[src/rtl/pipe_pkg.sv]
// Shared definitions for pipeline stage registers: occupancy encoding,
// default PC values and per-boundary bundle widths.
package pipe_pkg;

    localparam int PC_W = 32;

    typedef enum logic [1:0] {
        OCC_EMPTY = 2'b00,
        OCC_ONE   = 2'b01,
        OCC_FULL  = 2'b10
    } occ_e;

    localparam logic [PC_W-1:0] RESET_PC_DEF = 32'h8000_0000;
    localparam logic [PC_W-1:0] FLUSH_PC_DEF = 32'h0000_0000;

    localparam int ID2EX_CTRL_W  = 16;
    localparam int ID2EX_DATA_W  = 128;
    localparam int EX2MEM_CTRL_W = 8;
    localparam int EX2MEM_DATA_W = 96;
    localparam int MEM2WB_CTRL_W = 4;
    localparam int MEM2WB_DATA_W = 64;

endpackage

[src/rtl/pipe_entry.sv]
// One {valid, ctrl, data, pc} holding register. Flush wipes everything,
// load captures a beat, drain leaves a bubble (NOP ctrl, data/pc kept).
module pipe_entry
    import pipe_pkg::*;
#(
    parameter int              CTRL_W   = 16,
    parameter int              DATA_W   = 128,
    parameter logic [PC_W-1:0] RESET_PC = RESET_PC_DEF,
    parameter logic [PC_W-1:0] FLUSH_PC = FLUSH_PC_DEF
) (
    input  logic              clk,
    input  logic              reset,
    input  logic              flush,
    input  logic              load,
    input  logic              drain,
    input  logic [CTRL_W-1:0] d_ctrl,
    input  logic [DATA_W-1:0] d_data,
    input  logic [PC_W-1:0]   d_pc,
    output logic              q_valid,
    output logic [CTRL_W-1:0] q_ctrl,
    output logic [DATA_W-1:0] q_data,
    output logic [PC_W-1:0]   q_pc
);

    logic              valid_q, valid_d;
    logic [CTRL_W-1:0] ctrl_q, ctrl_d;
    logic [DATA_W-1:0] data_q, data_d;
    logic [PC_W-1:0]   pc_q, pc_d;

    // NOTE: every always_comb output gets a default first so no path can infer a latch.
    always_comb begin
        valid_d = valid_q;
        ctrl_d  = ctrl_q;
        data_d  = data_q;
        pc_d    = pc_q;
        if (flush) begin
            valid_d = 1'b0;
            ctrl_d  = '0;
            data_d  = '0;
            pc_d    = FLUSH_PC;
        end else if (load) begin
            valid_d = 1'b1;
            ctrl_d  = d_ctrl;
            data_d  = d_data;
            pc_d    = d_pc;
        end else if (drain) begin
            valid_d = 1'b0;
            ctrl_d  = '0;
        end
    end

    // NOTE: state flops use non-blocking assignments; the data register is reset too
    // because out_data is architecturally visible right after reset.
    always_ff @(posedge clk or negedge reset) begin
        if (!reset) begin
            valid_q <= 1'b0;
            ctrl_q  <= '0;
            data_q  <= '0;
            pc_q    <= RESET_PC;
        end else begin
            valid_q <= valid_d;
            ctrl_q  <= ctrl_d;
            data_q  <= data_d;
            pc_q    <= pc_d;
        end
    end

    assign q_valid = valid_q;
    assign q_ctrl  = ctrl_q;
    assign q_data  = data_q;
    assign q_pc    = pc_q;

endmodule

[src/rtl/pipe_stage_reg.sv]
// Valid/ready pipeline boundary register with flush, optional two-entry
// skid buffer and a saturating back-pressure counter.
module pipe_stage_reg
    import pipe_pkg::*;
#(
    parameter int              CTRL_W   = ID2EX_CTRL_W,
    parameter int              DATA_W   = ID2EX_DATA_W,
    parameter logic [PC_W-1:0] RESET_PC = RESET_PC_DEF,
    parameter logic [PC_W-1:0] FLUSH_PC = FLUSH_PC_DEF,
    parameter int              SKID     = 1,
    parameter int              CNT_W    = 16
) (
    input  logic              clk,
    input  logic              reset,
    input  logic              flush,
    input  logic              in_valid,
    output logic              in_ready,
    input  logic [CTRL_W-1:0] in_ctrl,
    input  logic [DATA_W-1:0] in_data,
    input  logic [31:0]       in_pc,
    output logic              out_valid,
    input  logic              out_ready,
    output logic [CTRL_W-1:0] out_ctrl,
    output logic [DATA_W-1:0] out_data,
    output logic [31:0]       out_pc,
    output logic [CNT_W-1:0]  stall_cnt
);

    occ_e             occ_q, occ_d;
    logic [CNT_W-1:0] stall_cnt_q, stall_cnt_d;

    logic accept, deliver;
    logic main_load, main_drain, skid_load, skid_clear;

    logic              skid_valid;
    logic [CTRL_W-1:0] skid_ctrl,  main_d_ctrl;
    logic [DATA_W-1:0] skid_data,  main_d_data;
    logic [PC_W-1:0]   skid_pc,    main_d_pc;

    // With a skid entry in_ready comes straight from a flop, cutting the
    // out_ready -> in_ready path; without one it must look at out_ready.
    generate
        if (SKID != 0) begin : g_skid_ready
            assign in_ready = (occ_q != OCC_FULL);
        end else begin : g_single_ready
            assign in_ready = !out_valid || out_ready;
        end
    endgenerate

    assign accept  = in_valid && in_ready;
    assign deliver = out_valid && out_ready;

    always_comb begin
        occ_d      = occ_q;
        main_load  = 1'b0;
        main_drain = 1'b0;
        skid_load  = 1'b0;
        skid_clear = 1'b0;
        if (!flush) begin
            unique case (occ_q)
                OCC_EMPTY: begin
                    if (accept) begin
                        main_load = 1'b1;
                        occ_d     = OCC_ONE;
                    end
                end
                OCC_ONE: begin
                    if (accept && deliver) begin
                        main_load = 1'b1;
                    end else if (accept && (SKID != 0)) begin
                        skid_load = 1'b1;
                        occ_d     = OCC_FULL;
                    end else if (deliver) begin
                        main_drain = 1'b1;
                        occ_d      = OCC_EMPTY;
                    end
                end
                OCC_FULL: begin
                    if (deliver) begin
                        main_load  = 1'b1;
                        skid_clear = 1'b1;
                        occ_d      = OCC_ONE;
                    end
                end
                default: occ_d = OCC_EMPTY;
            endcase
        end else begin
            occ_d = OCC_EMPTY;
        end
    end

    // Main refills from the skid entry whenever one is waiting, keeping order.
    assign main_d_ctrl = skid_valid ? skid_ctrl : in_ctrl;
    assign main_d_data = skid_valid ? skid_data : in_data;
    assign main_d_pc   = skid_valid ? skid_pc   : in_pc;

    pipe_entry #(
        .CTRL_W  (CTRL_W),
        .DATA_W  (DATA_W),
        .RESET_PC(RESET_PC),
        .FLUSH_PC(FLUSH_PC)
    ) u_main (
        .clk    (clk),
        .reset  (reset),
        .flush  (flush),
        .load   (main_load),
        .drain  (main_drain),
        .d_ctrl (main_d_ctrl),
        .d_data (main_d_data),
        .d_pc   (main_d_pc),
        .q_valid(out_valid),
        .q_ctrl (out_ctrl),
        .q_data (out_data),
        .q_pc   (out_pc)
    );

    pipe_entry #(
        .CTRL_W  (CTRL_W),
        .DATA_W  (DATA_W),
        .RESET_PC('0),
        .FLUSH_PC('0)
    ) u_skid (
        .clk    (clk),
        .reset  (reset),
        .flush  (flush || skid_clear),
        .load   (skid_load),
        .drain  (1'b0),
        .d_ctrl (in_ctrl),
        .d_data (in_data),
        .d_pc   (in_pc),
        .q_valid(skid_valid),
        .q_ctrl (skid_ctrl),
        .q_data (skid_data),
        .q_pc   (skid_pc)
    );

    always_comb begin
        stall_cnt_d = stall_cnt_q;
        if (out_valid && !out_ready && (stall_cnt_q != '1)) begin
            stall_cnt_d = stall_cnt_q + CNT_W'(1);
        end
    end

    always_ff @(posedge clk or negedge reset) begin
        if (!reset) begin
            occ_q       <= OCC_EMPTY;
            stall_cnt_q <= '0;
        end else begin
            occ_q       <= occ_d;
            stall_cnt_q <= stall_cnt_d;
        end
    end

    assign stall_cnt = stall_cnt_q;

endmodule

[config.mk]
export PLATFORM = sky130hd
export DESIGN_NAME = pipe_stage_reg
export DESIGN_NICKNAME = d
export VERILOG_FILES = /design/src/rtl/pipe_pkg.sv /design/src/rtl/pipe_entry.sv /design/src/rtl/pipe_stage_reg.sv
export SDC_FILE = /design/constraint.sdc
export NUM_CORES = 1
export LEC_CHECK = 0
export CELL_PAD_IN_SITES_DETAIL_PLACEMENT = 1
export CELL_PAD_IN_SITES_GLOBAL_PLACEMENT = 2
export CORE_MARGIN = 4
export CORE_UTILIZATION = 33
export DETAILED_ROUTE_END_ITERATION = 10
export HOLD_SLACK_MARGIN = 0.06
export PLACE_DENSITY = 0.83
export RECOVER_POWER = 50
export SLEW_MARGIN = 20
export SYNTH_ARGS = -nofsm -noshare
export SYNTH_HDL_FRONTEND = slang
export SYNTH_SLANG_ARGS = --single-unit
[constraint.sdc]
create_clock -name clk -period 2.2 [get_ports clk]
set_input_delay 0.66 -clock clk [delete_from_list [all_inputs] [get_ports clk]]
set_output_delay 0.66 -clock clk [all_outputs]
set_load 0.01 [all_outputs]
Word-level counts from Yosys, hierarchy flattened
Index checks and enable logic that the tools add are counted.

word-level totals
  flip-flop bits (word level) = 372
  word-level logic and storage cells = 73
  output and inout bits = 194
  ROM bits = 0
  bits in latches = 0
  bits in writable memories = 0
  bits of input ports = 181
  memories = 0

operators by class
  equal/unequal tests = 8
  reduce and logical (&&, ||, !) cells = 12
  shift operators = 0
  mux-type cells = 42
  div/mod/pow operators = 0
  multiply operators = 0
  add/sub/neg operators = 1
  bitwise gates (word level) = 0
  order comparisons = 0

operator list
  operator                                              count
  two-way mux 128 bit                                   5
  two-way mux 32 bit                                    5
  two-way mux 16 bit                                    6
  two-way mux 1 bit                                     18
  adder 16 x 1 -> 16 bit (second input constant)        1
  inequality test 16 bit (second input constant)        1
  two-way mux 2 bit                                     6
  inequality test 3 bit (second input constant)         3
  case mux 2 bit (3 select lines)                       1
  logical AND 1 bit                                     5
  inequality test 4 bit (second input constant)         1
  AND reduction 4 bit                                   1
  nonzero test 2 bit                                    2
  case mux 1 bit (3 select lines)                       1
  nonzero test 3 bit                                    1
  equality test 2 x 1 -> 1 bit (second input constant)  1
  equality test 2 bit (second input constant)           1
  zero test 2 bit                                       1
  inequality test 2 bit (second input constant)         1
  zero test 1 bit                                       1
  logical OR 1 bit                                      1

Depth between registers and ports, before layout
  depth after elaboration = 9
  gate-level depth with buffers = 8
  depth with buffers taken out = 5

Modules after synthesis
Synthesis repeated with hierarchy kept, for this count alone.

second synthesis, totals
  cells, all modules = 1418
  area total of the unflattened synthesis = 17315.4 µm²

modules (own cells, without submodules)
  module                area each (µm²)  sequential area each (µm²)  instances  cells each
  pipe_entry at u_main  7104.3           4430.5                      1          559
  pipe_entry at u_skid  7103.1           4429.2                      1          559
  pipe_stage_reg        3108.0           450.4                       1          300

Worst setup path after synthesis
OpenSTA, ideal clock, no wires.

  path kind = in2reg
  start = input flush
  end = register u_main.data_q[100] (netlist: u_main.q_data[100])
  arrival time = 1.690 ns
  stages on the path = 4
  path slack = 0.360 ns
  path buffers = 3
  library setup time = 0.150 ns
  required time = 2.050 ns
  path through = buf_1 clkbuf_1 clkbuf_1 a211oi_2

between the ends
  cells in the longest elaborated chain, start to end = 2
  elaborated cells between the ends (all ways) = 3
  classes of those cells = 2 x mux; 1 x reduce/logical

ends and longest elaborated chain
  what                          line                  text
  from (decl)                   pipe_stage_reg.sv:15  input logic flush,
  two-way mux 1 bit             pipe_stage_reg.sv:59  if (!flush) begin
  nonzero test 2 bit (no line)  -
  to (signal assigned)          pipe_entry.sv:63      data_q <= data_d;
  to (decl)                     pipe_entry.sv:27      logic [DATA_W-1:0] data_q, data_d;

Several ways; a longest one is shown, not always the timed one.
A chain may end at the register's enable or synchronous reset.

Worst setup path after layout
  start = register u_main.pc_q[30] (netlist: u_main.q_pc[30])
  end = output out_pc[30]

RTL lines
  what                    line                  text
  from (decl)             pipe_entry.sv:28      logic [PC_W-1:0] pc_q, pc_d;
  from (signal assigned)  pipe_entry.sv:64      pc_q <= pc_d;
  to (decl)               pipe_stage_reg.sv:25  output logic [31:0] out_pc,

No word-level cell between the ends.

==> impl_metrics.json <==
{
  "tightest_slew_ns": 1.166,
  "drive_gt1_share_pct": 17.48,
  "synth_flop_cell": "dfrtp_1",
  "ios": 375,
  "tritoncts": "done",
  "clkSinkCount": 372,
  "setup_ws_ns": 0.04897,
  "layout_commonest_cell": "dfrtp_1",
  "fmaxAchievable_mhz": 464.9,
  "rsz0062_at_grt": "false",
  "slew_headroom_pct": 22.29,
  "grt_pass1_vias": 14260,
  "wire_per_inst_um": 23.59,
  "dpl_worst_slack_ns": -0.3423,
  "crit_chain": "clkdlybuf4s50_1",
  "grt_max_degree": 67,
  "path_clk_slew_ns": 0.06,
  "path_class": "reg -> out",
  "busiest_layer": "met2",
  "ys_seq_elements": 372,
  "cts_buffers": 43,
  "ys_types": 45,
  "maxCapViolCount": 0,
  "synth_top_area_share_pct": 56.79,
  "peakVddDrop_mv": 0.4720,
  "reg2regPathDepth": 5,
  "hold_path_class": "in -> reg",
  "die_area_um2": 53160,
  "cp-end-kind": "primary output",
  "antenna_found_initial": 11,
  "clockBufferDepth": 3,
  "fin_worst_skew_ns": 0.008521,
  "drc": 0,
  "detail_route.iter0.violations": 616,
  "final_cells": 2386,
  "place_hpwl_um": 38980,
  "grt_overflow_total": 0,
  "num_vias": 12840,
  "synth_seq_area_share_pct": 56.95,
  "area_growth_pct": 42.30,
  "hold_path_end": "occ_q[0]$_DFFE_PN0P_",
  "slowest_stage": "clkdlybuf4s50_1",
  "grtUsageTotal_pct": 20.70,
  "hold_viol": 0,
  "p_leak_nw": 10.03,
  "use_met2_pct": 34.93,
  "vias_per_cell": 5.382,
  "finalNetCount": 1860,
  "cts_root_buf": "clkbuf_16",
  "grt_pass1_wl_um": 87520,
  "crit_arrival_ns": 1.49,
  "period_share_pct": 97.77,
  "max_stage_delay_ns": 0.56,
  "wl_um": 56290,
  "placed_cells": 2292,
  "path_buf_inv": 1,
  "start_kind": "flip-flop",
  "worst_hold_startpoint": "flush",
  "placement_rows": 81,
  "cp_max_fo": 2,
  "reg2reg_slack_ns": 0.23,
  "fp.dieH_um": 230.6,
  "cts-htree-levels": 2,
  "synth_edf_count": 0,
  "syn_area_per_cell_um2": 12.88,
  "port_buffers": 374,
  "synth-async-reset-ratio_pct": 100.0,
  "r2r-end": "stall_cnt[1]$_DFFE_PN0P_",
  "place_congestion": 0.8243,
  "setup_viol": 0,
  "ys_warn_count": 0,
  "slew_violations": 0,
  "synth_area_leaders": "dfrtp_1, mux2i_1, a22o_1",
  "die_x_um": 230.6,
  "r2r-start": "stall_cnt[0]$_DFFE_PN0P_",
  "syn-num-nets": 1451,
  "outcome": "complete, no violations",
  "path_delay_family": "buffers and inverters",
  "final_antenna_net_count": 0,
  "syn_area_um2": 16350,
  "layout_common_cells": "dfrtp_1, clkdlybuf4s50_1, a22o_1",
  "grt_util_met1_pct": 26.76,
  "grt_util_met3_pct": 3.467,
  "clk_latency_ns": 0.55,
  "worstHoldPathCells": 3,
  "worstPathRequired_ns": 1.54,
  "power_w": 0.01937,
  "period_needed_ns": 2.151,
  "start_util_pct": 33.40,
  "yosys.area.top_type": "dfrtp_1",
  "firstDrtPassIters": 4,
  "power_density_nw_per_um2": 832.5,
  "design.core.area_um2": 48950,
  "syn_inst": 1269
}
==> report_power, final <==
part	internal [W]	switching, W
Clock	0.00457	0.00296
Sequential	0.00741	0.000432
Combinational	0.00200	0.00201
==> cells in the mapped netlist (2+ instances only) <==
cell type / n
clkbuf_1: 66
buf_1: 6
nand4_1: 6
a21oi_1: 3
xnor2_1: 7
nor2_1: 5
nor2_2: 2
a22o_1: 177
nor3b_1: 2
and3_1: 2
nand2b_1: 3
and2_1: 2
nand4b_1: 2
o2bb2ai_1: 16
nand2_1: 3
a211oi_1: 70
buf_2: 48
mux2i_1: 176
nor3_1: 164
xor2_1: 7
or2_2: 2
a211oi_2: 90
nand3_1: 9
dfrtp_1: 371
buf_4: 10
==> area by class of cell <==
class                   instances  area (um^2)
diodes                         11        27.53
clock buffers                  60         1252
clock inverters                18        231.5
fillers                      5077        25690
inverters                       2        7.507
multi-input cells             764         6441
flip-flops and latches        372         9320
well taps                     664        830.8
repair buffers                495         5152
==> through the flow <==
step	TNS (ns)	hold WS, ns	utilization [%]	instance area [um^2]
final	0	0.4872	47.52	23260
after global routing	0	0.4690	47.52	23260
after CTS	0	0.4530	47.71	23350
after detailed placement	-51.15	0.4731	44.73	21900
after global placement	-38.37	0.4738	44.73	21900
after floorplan	0	0.3644	-	16350
==> worst max path at each step <==
stage                                endpoint  slack, ns                          start  depth (start not counted)
2_1_floorplan  u_main.q_data[100]$_DFFE_PN0P_       0.36                          flush                          4
4_1_cts                          out_ctrl[15]     0.0004  u_main.q_ctrl[15]$_DFFE_PN0P_                          1
3_5_place_dp    u_main.q_data[14]$_DFFE_PN0P_      -0.34                       in_valid                          6
5_1_grt                          out_data[62]     0.0003  u_main.q_data[62]$_DFFE_PN0P_                          1
3_3_place_gp    u_main.q_data[20]$_DFFE_PN0P_      -0.18                       in_valid                          6
6_report                           out_pc[30]       0.05    u_main.q_pc[30]$_DFFE_PN0P_                          1
==> worst register-to-register path: cells and delay by family, from the launching register on <==
kind	cells	cell delay, ns
multiplexers	1	0.33
AND/OR/NAND/NOR	3	0.89
adder cells (fa/ha/maj)	1	0.21
flip-flops	1	0.42
==> timing repair <==
action                     CTS  global route
hold endpoints to repair    31             0
gates resized for setup     66            16
setup buffers                3             1
pin swaps                    0             0
hold buffers                 1             0
setup endpoints to repair   61            17
==> kinds of logic (layout without fill, tap and decap cells) <==
group / after synthesis / after routing / synth area share, %
buffers and inverters: 133 / 575 / 3.697
xor gates and xnor gates: 14 / 14 / 0.7501
other: 0 / 11 / 0
muxes: 178 / 178 / 10.91
adders and majority gates: 1 / 1 / 0.07652
and+or+nand+nor: 210 / 210 / 6.819
AOI/OAI and AO/OA: 361 / 361 / 20.79
DFF: 372 / 372 / 56.95
==> state kept, by name, indices dropped and copies added (netlist names) <==
register / cells
u_main.q_data: 128
u_skid.q_data: 128
u_main.q_pc: 32
u_skid.q_pc: 32
stall_cnt: 16
u_main.q_ctrl: 16
u_skid.q_ctrl: 16
occ_q: 2
u_main.q_valid: 1
u_skid.q_valid: 1
==> routing by layer <==
metal | wire length (um) | vias to the layer above
met5 | 0 | -
li1 | - | 5691
met4 | 1755 | 0
met1 | 23960 | 6755
met2 | 28050 | 305
met3 | 2525 | 90
Power figures use the tool's default switching activity.
